$ cat config.mk
export PLATFORM = sky130hd
export DESIGN_NAME = hdmi_src_sched
export DESIGN_NICKNAME = d
export VERILOG_FILES = /design/src/rtl/hdmi_src_sched.sv
export SDC_FILE = /design/constraint.sdc
export NUM_CORES = 1
export LEC_CHECK = 0
export BUFFER_PORTS_ARGS = -buffer_cell sky130_fd_sc_hd__clkbuf_2
export CELL_PAD_IN_SITES_DETAIL_PLACEMENT = 0
export CELL_PAD_IN_SITES_GLOBAL_PLACEMENT = 1
export CORE_ASPECT_RATIO = 2
export CORE_MARGIN = 2
export CORE_UTILIZATION = 41
export CTS_BUF_LIST = sky130_fd_sc_hd__clkbuf_8
export DETAILED_ROUTE_END_ITERATION = 8
export PLACE_DENSITY_LB_ADDON = 0.1
export SYNTH_ARGS = -nofsm -noshare
export SYNTH_HDL_FRONTEND = slang
export SYNTH_SLANG_ARGS = --single-unit
$ cat constraint.sdc
create_clock -name i_clk_1x -period 3.5 [get_ports i_clk_1x]
set_input_delay 0 -clock i_clk_1x [delete_from_list [all_inputs] [get_ports i_clk_1x]]
set_output_delay 0 -clock i_clk_1x [all_outputs]
set_load 0.005 [all_outputs]
$ cat src/rtl/hdmi_src_sched.sv
// Pixel-source scheduler: answers each VGA pixel request with one RGB888 word
// taken from src0, from src1 or from an internal colour-bar generator. The source
// is latched at each frame start. An empty FIFO is replaced by a fallback colour,
// and each such underflow is counted per frame.
module hdmi_src_sched #(
  parameter int          H_ACTIVE     = 1280,
  parameter logic        VSYNC_POL    = 1'b1,
  parameter logic [23:0] FALLBACK_RGB = 24'h000000
) (
  input  logic        i_clk_1x,
  input  logic        i_rst,
  input  logic        i_vga_vsync,
  input  logic        vga_data_request,
  output logic [23:0] vga_data,
  input  logic [1:0]  i_sel,
  input  logic [23:0] i_src0_data,
  input  logic        i_src0_empty,
  output logic        o_src0_rd,
  input  logic [23:0] i_src1_data,
  input  logic        i_src1_empty,
  output logic        o_src1_rd,
  input  logic        i_clr,
  output logic [1:0]  o_active_sel,
  output logic        o_frame_start,
  output logic        o_underflow,
  output logic [15:0] o_underflow_cnt
);

  localparam int XW = 16;
  localparam logic [XW-1:0] BAR_W = XW'(H_ACTIVE / 8);
  localparam logic [XW-1:0] X_MAX = '1;

  typedef enum logic {WAIT_FRAME, RUN} state_t;

  state_t        state_q, state_d;
  logic          vs_d_q, vs_d_d;
  logic [XW-1:0] x_q, x_d;
  logic [15:0]   live_q, live_d;
  logic [15:0]   cnt_q, cnt_d;
  logic [1:0]    sel_q, sel_d;
  logic          frame_start_q, frame_start_d;
  logic          underflow_q, underflow_d;
  logic [23:0]   data_q, data_d;

  logic          vs_act, fs;
  logic          rd0, rd1, uf_now;
  logic [XW-1:0] bar_idx;
  logic [2:0]    bar;

  function automatic logic [23:0] bar_colour(input logic [2:0] b);
    case (b)
      3'd0:    bar_colour = 24'hFFFFFF;
      3'd1:    bar_colour = 24'hFFFF00;
      3'd2:    bar_colour = 24'h00FFFF;
      3'd3:    bar_colour = 24'h00FF00;
      3'd4:    bar_colour = 24'hFF00FF;
      3'd5:    bar_colour = 24'hFF0000;
      3'd6:    bar_colour = 24'h0000FF;
      default: bar_colour = 24'h000000;
    endcase
  endfunction

  assign vs_act  = (i_vga_vsync == VSYNC_POL);
  assign fs      = vs_act & ~vs_d_q;
  assign bar_idx = x_q / BAR_W;
  assign bar     = (bar_idx > XW'(7)) ? 3'd7 : bar_idx[2:0];

  // FSM next state, read strobes and the pixel answer for this request
  always_comb begin
    state_d = state_q;
    rd0     = 1'b0;
    rd1     = 1'b0;
    uf_now  = 1'b0;
    data_d  = '0;
    if (fs) state_d = RUN;
    if (vga_data_request) begin
      if (state_q == WAIT_FRAME) begin
        data_d = FALLBACK_RGB;
      end else begin
        case (sel_q)
          2'd0: begin
            if (i_src0_empty) begin
              data_d = FALLBACK_RGB;
              uf_now = 1'b1;
            end else begin
              rd0    = ~i_rst;
              data_d = i_src0_data;
            end
          end
          2'd1: begin
            if (i_src1_empty) begin
              data_d = FALLBACK_RGB;
              uf_now = 1'b1;
            end else begin
              rd1    = ~i_rst;
              data_d = i_src1_data;
            end
          end
          default: data_d = bar_colour(bar);
        endcase
      end
    end
  end

  // Frame-boundary bookkeeping: sync edge, source latch, x position, underflow counters
  always_comb begin
    vs_d_d        = vs_act;
    frame_start_d = fs;
    sel_d         = sel_q;
    cnt_d         = cnt_q;
    live_d        = live_q;
    underflow_d   = underflow_q;
    if (vga_data_request) x_d = (x_q == X_MAX) ? x_q : x_q + XW'(1);
    else                  x_d = '0;
    if (fs) begin
      // An underflow on the frame-start cycle belongs to the new frame
      sel_d  = (i_sel == 2'd3) ? 2'd2 : i_sel;
      cnt_d  = live_q;
      live_d = uf_now ? 16'd1 : 16'd0;
    end else if (uf_now && live_q != 16'hFFFF) begin
      live_d = live_q + 16'd1;
    end
    if (uf_now)     underflow_d = 1'b1;
    else if (i_clr) underflow_d = 1'b0;
  end

  // State register with synchronous reset
  always_ff @(posedge i_clk_1x) begin
    if (i_rst) begin
      state_q       <= WAIT_FRAME;
      vs_d_q        <= 1'b0;
      x_q           <= '0;
      live_q        <= '0;
      cnt_q         <= '0;
      sel_q         <= 2'd2;
      frame_start_q <= 1'b0;
      underflow_q   <= 1'b0;
      data_q        <= '0;
    end else begin
      state_q       <= state_d;
      vs_d_q        <= vs_d_d;
      x_q           <= x_d;
      live_q        <= live_d;
      cnt_q         <= cnt_d;
      sel_q         <= sel_d;
      frame_start_q <= frame_start_d;
      underflow_q   <= underflow_d;
      data_q        <= data_d;
    end
  end

  assign vga_data        = data_q;
  assign o_src0_rd       = rd0;
  assign o_src1_rd       = rd1;
  assign o_active_sel    = sel_q;
  assign o_frame_start   = frame_start_q;
  assign o_underflow     = underflow_q;
  assign o_underflow_cnt = cnt_q;

endmodule

### Word-level counts from Yosys, hierarchy flattened

Cells that the tools add are included.

| word-level totals | value |
|---|---|
| register bits | 78 |
| input bits | 57 |
| output and inout bits | 46 |
| logic and storage cells | 59 |

| cells by class | value |
|---|---|
| add/subtract/negate cells | 2 |
| divide/modulo/power cells | 1 |
| order comparisons | 1 |
| eq/ne operators | 10 |
| multiplexer cells | 24 |
| bitwise operators | 5 |
| reduce and logical (&&, ||, !) cells | 7 |

Operators by type and width:

| operator | count |
|---|---|
| $pmux W24 S7 | 1 |
| $mux W24 | 2 |
| $pmux W24 S2 | 1 |
| $add A16 B1 Y16 const B | 2 |
| $mux W16 | 2 |
| $div A16 B8 Y16 const B | 1 |
| $eq A16 B16 Y1 const B | 1 |
| $gt A16 B3 Y1 const B | 1 |
| $ne A16 B16 Y1 const B | 1 |
| $mux W1 | 15 |
| $eq A3 B3 Y1 const B | 3 |
| $eq A3 B2 Y1 const B | 2 |
| $not A1 Y1 | 4 |
| $reduce_bool A2 Y1 | 2 |
| $eq A3 B1 Y1 const B | 1 |
| $logic_not A3 Y1 | 1 |
| $mux W3 | 1 |
| $reduce_or A3 Y1 | 1 |
| $eq A2 B1 Y1 const B | 1 |
| $eq A2 B2 Y1 const B | 1 |
| $logic_not A2 Y1 | 1 |
| $mux W2 | 1 |
| $pmux W1 S2 | 1 |
| $reduce_or A2 Y1 | 1 |
| other kinds (2) | 2 |

### Logic depth before layout (Yosys ltp)

| logic depth | value |
|---|---|
| depth after elaboration | 7 |
| depth in mapped cells | 13 |
| mapped depth without buffers | 10 |

### Least setup slack after synthesis

OpenSTA, ideal clock, no wires.

| timing path | value |
|---|---|
| path kind | register -> register |
| start point | reg x_q[11] |
| end point | reg data_q[17] (netlist: vga_data[17]) |
| library setup time | 0.133 ns |
| arrival | 2.533 ns |
| data required time | 3.367 ns |
| setup slack | 0.834 ns |
| cell stages (with the launch flop) | 13 |
| buffers on the path | 3 |
| clock period less this slack | 2.666 ns |
| cells stage by stage | dfxtp_1 buf_2 buf_4 buf_2 nand3_1 o21a_1 and4_1 or3_1 mux2_4 a31oi_4 a31oi_4 o21ai_4 o21ai_2 |

| between the ends | value |
|---|---|
| word-level cells in the longest chain between the ends | 6 |

Ends and longest elaborated chain:

| element | RTL line | RTL |
|---|---|---|
| start: declaration | 37 | `logic [XW-1:0] x_q, x_d;` |
| start signal: assignment | 132 | `x_q <= '0;` |
| start signal: assignment | 142 | `x_q <= x_d;` |
| $div A16 B8 Y16 (*) | 65 | `assign bar_idx = x_q / BAR_W;` |
| $gt A16 B3 Y1 | 66 | `assign bar = (bar_idx > XW'(7)) ? 3'd7 : bar_idx[2:0];` |
| $mux W3 (*) | 66 |  |
| $eq A3 B3 Y1, or another cell as far along | 51 | `case (b)` |
| $pmux W24 S7 (*) | 51 |  |
| $pmux W24 S2 (*) | 80 | `case (sel_q)` |
| end signal: assignment | 148 | `data_q <= data_d;` |
| end: declaration | 43 | `logic [23:0] data_q, data_d;` |

Every way passes the cells marked *; elsewhere a longest branch is shown, timed or not.
A chain may end at the register's enable or synchronous reset.

### Worst setup path after layout

| timing path | value |
|---|---|
| start point | reg x_q[15] |
| end point | reg data_q[6] (netlist: vga_data[6]) |

Same word-level chain as after synthesis.

==> impl_results.md <==
- Outcome: finished clean
- GP Congestion: 0.9224
- CP Launch Type: flop
- PortBufs: 102
- Critical path arrival: 3.53 ns
- Setup CP Type: flop to flop
- Syn_area_per_cell: 8.493 µm²
- Clock latency on the worst-skew pair: 0.36 ns
- Cells after Synth: 528
- Vias: 4785
- Pwr/cell area: 283.2 nW/µm²
- Drt drc: 0
- Synth-to-layout area growth: 34.71%
- Top-area cell type share of the netlist area: 34.82%
- Largest net degree at the start of global routing: 22
- Antenna-violating nets left: 0
- CTS tree: done
- Share of layout cells above drive strength 1: 27.88%
- Fin. max-slew vios: 0
- Clock sinks: 78
- Placed cell count: 772
- CTS Buffer Depth: 2
- Cts bufs inserted: 9
- Syn nets: 588
- Clk pin slew, worst setup/hold paths: 0.09 ns
- Class of the worst hold path: input port to flop
- Final Skew: 0.01591 ns
- Top-Level Pins: 103
- Global route overflow: 0
- Initial core utilization: 41.48%
- Post-route setup TNS: 0 ns
- Number of flops mapped to enable cells by yosys: 0
- Die Ht: 151.9 µm
- Top post-synthesis cells by area: dfxtp_1, nor2_1, a22oi_1
- Achievable frequency: 301.6 MHz
- Worst path cell trace: buf_4 -> nor3b_2 -> a22o_1 -> a221oi_2 -> nand2_1 -> a41oi_1 -> a31oi_1 -> nor4_1 -> and4bb_1 -> mux2i_4 -> o21ai_1
- Critical-path top delay cell: dfxtp_2
- NumNets Final: 758
- Number of global-route vias before repair: 4922
- Post-synthesis cell type count: 85
- Antenna fix cells: 0
- Sequential fraction of the synthesis area: 34.82%
- Crit share post-route: 94.74%
- Number of synthesized register bits: 78
- HPWL Detailed: 12180 µm
- Max VDD drop: 178.4 µV
- Leakage: 2.328 nW
- Drt total wl: 15770 µm
- RSZ-0062 raised after global routing: no
- Worst setup margin: 0.1839 ns
- Mapped Area: 4484 µm²
- Worst slew pin tran: 0.8747 ns
- Vias per inst: 5.676
- Pre-CTS WS: 0.02828 ns
- Final Instance Count excl. Fillers: 843
- Cell taking the most area after synthesis: dfxtp_1
- Pwr Total: 1.711 mW
- Routed len/inst: 18.71 µm
- Crit path max fanout: 14
- Ys async rst share: 0%
- Core area: 10810 µm²
- Final setup fails: 0
- Setup Buffers After CTS: 0
- Max_cap viols: 0
- H-tree lvl count: 3
- Crit-path max cell delay: 0.40 ns
- GRT Total Usage: 27.00%
- Top_reg_cell synth: dfxtp_1
- Initial antenna violation count: 0
- Root buffer cell: clkbuf_8
- Worst slew margin: 41.54%
- Die width: 77.95 µm
- DRT Pass-1 Iters: 5
- # rows: 54
- Critical Path Sink Type: flop
- Total die area: 11840 µm²
- Final Hold Vio Count: 0
- Total number of yosys warnings: 0
- CP required: 3.71 ns
- Tmin final: 3.316 ns
- Initial DRC Count: 252
- Global-route wire length before repair: 24940 µm
==> area by class of cell <==
| class | instances | area [µm²] |
|---|---|---|
| inverter | 15 | 56.30 |
| clock buffer | 9 | 123.9 |
| tap | 140 | 175.2 |
| sequential | 78 | 1568 |
| clock inverter | 7 | 62.56 |
| multi-input combinational | 401 | 2724 |
| timing repair buffer | 193 | 1331 |
| fill | 1037 | 4770 |
==> path summary, 6_finish.rpt <==
path	start	endpoint	slack, ns	cells past startpoint
setup / recovery	x_q[15]	vga_data[6]	0.18	11
hold / removal	vga_data_request	x_q[10]	0.13	4
setup reg to reg	x_q[15]	vga_data[6]	0.18	11
hold reg to reg	o_underflow_cnt[6]	o_underflow_cnt[6]	0.48	1
==> sequential cells by signal, indices dropped and copies added (netlist names) <==
signal           count
state_q              1
vs_d_q               1
live_q              16
o_active_sel         2
o_underflow          1
x_q                 16
o_underflow_cnt     16
o_frame_start        1
vga_data            24
==> layer usage <==
metal / wire length, µm / vias up / GRT usage, %
met5: 0 / - / 0
met4: 1163 / 0 / 20.55
met3: 489 / 62 / 4.335
met2: 9038 / 143 / 52.22
met1: 5079 / 2269 / 23.51
li1: - / 2311 / -
==> worst max-delay path, delay by kind of cell, from the launching register on <==
kind | cells | cell delay (ns)
compound gates | 5 | 1.33
buf+inv | 1 | 0.18
flops | 1 | 0.40
simple gates | 4 | 0.99
mux | 1 | 0.27
==> kinds of logic (layout without fill, tap and decap cells) <==
kind of cell	after synthesis	after routing	synth area share, %
XOR/XNOR	24	24	4.687
buffers and inverters	49	224	4.827
AND/OR/NAND/NOR	205	205	24.47
flip-flops	78	78	34.82
adder cells (fa/ha/maj)	3	3	0.8371
multiplexers	5	5	1.507
AO/OA/AOI/OAI	164	164	28.85
==> power breakdown <==
group,internal (mW),switching (mW)
clock,0.272,0.376
combinational,0.0803,0.0675
sequential,0.905,0.0104
==> through the flow <==
step,util [%],hold WS (ns),cell area [µm²]
5_1_grt,55.88,0.1447,6041
3_5_place_dp,48.94,0.2356,5290
2_1_floorplan,-,0.1282,4484
3_3_place_gp,48.94,0.2306,5290
4_1_cts,55.80,0.1117,6032
6_report,55.88,0.1346,6041
==> Yosys cell counts, types with 5 or more instances <==
| cell | number |
|---|---|
| nand2b_1 | 8 |
| a22oi_1 | 25 |
| inv_1 | 13 |
| nand2_1 | 33 |
| dfxtp_1 | 78 |
| nand4_1 | 11 |
| and3_1 | 5 |
| a22o_1 | 17 |
| nor2b_1 | 11 |
| or3_1 | 14 |
| o21ai_2 | 9 |
| o21ai_1 | 9 |
| nor2_1 | 53 |
| nor4_1 | 6 |
| nor3_1 | 17 |
| buf_2 | 8 |
| a21oi_1 | 25 |
| o21ai_0 | 20 |
| xnor2_1 | 12 |
| clkbuf_1 | 19 |
| buf_4 | 6 |
| nand3_1 | 18 |
| xor2_1 | 12 |
==> timing repair <==
item | in CTS | in global routing
hold endpoints to repair | 30 | 0
hold buffers | 55 | 0
endpoints found under the setup margin | 1 | 16
resized for setup | 1 | 7
==> placed cells by master (no fill, tap or decap), types with 3 or more instances in the layout <==
cell	Yosys	final
nor3b_2	1	3
nand3_1	18	18
a211oi_1	3	3
and3_1	5	5
inv_1	13	13
o311ai_1	2	3
o21ai_1	9	9
or2_2	3	3
nand4_1	11	11
a32o_1	3	3
clkbuf_2	0	102
dfxtp_1	78	73
dlygate4sd3_1	0	55
dfxtp_2	0	5
a22oi_1	25	25
or3_1	14	14
nor3_1	17	16
nor2_1	53	53
nor4_1	6	6
a21oi_1	25	25
o211a_1	3	3
xnor2_1	12	12
a311oi_1	3	3
clkbuf_8	0	9
buf_4	6	36
xor2_1	12	12
a22o_1	17	17
mux2i_1	3	3
nand2b_1	8	7
and4_1	4	4
o21ai_0	20	20
ha_1	3	3
clkinvlp_4	0	3
a31oi_1	4	4
nand2_1	33	33
nor2b_1	11	11
o21ai_2	9	9
No activity file was read; power rests on OpenSTA's default activity.
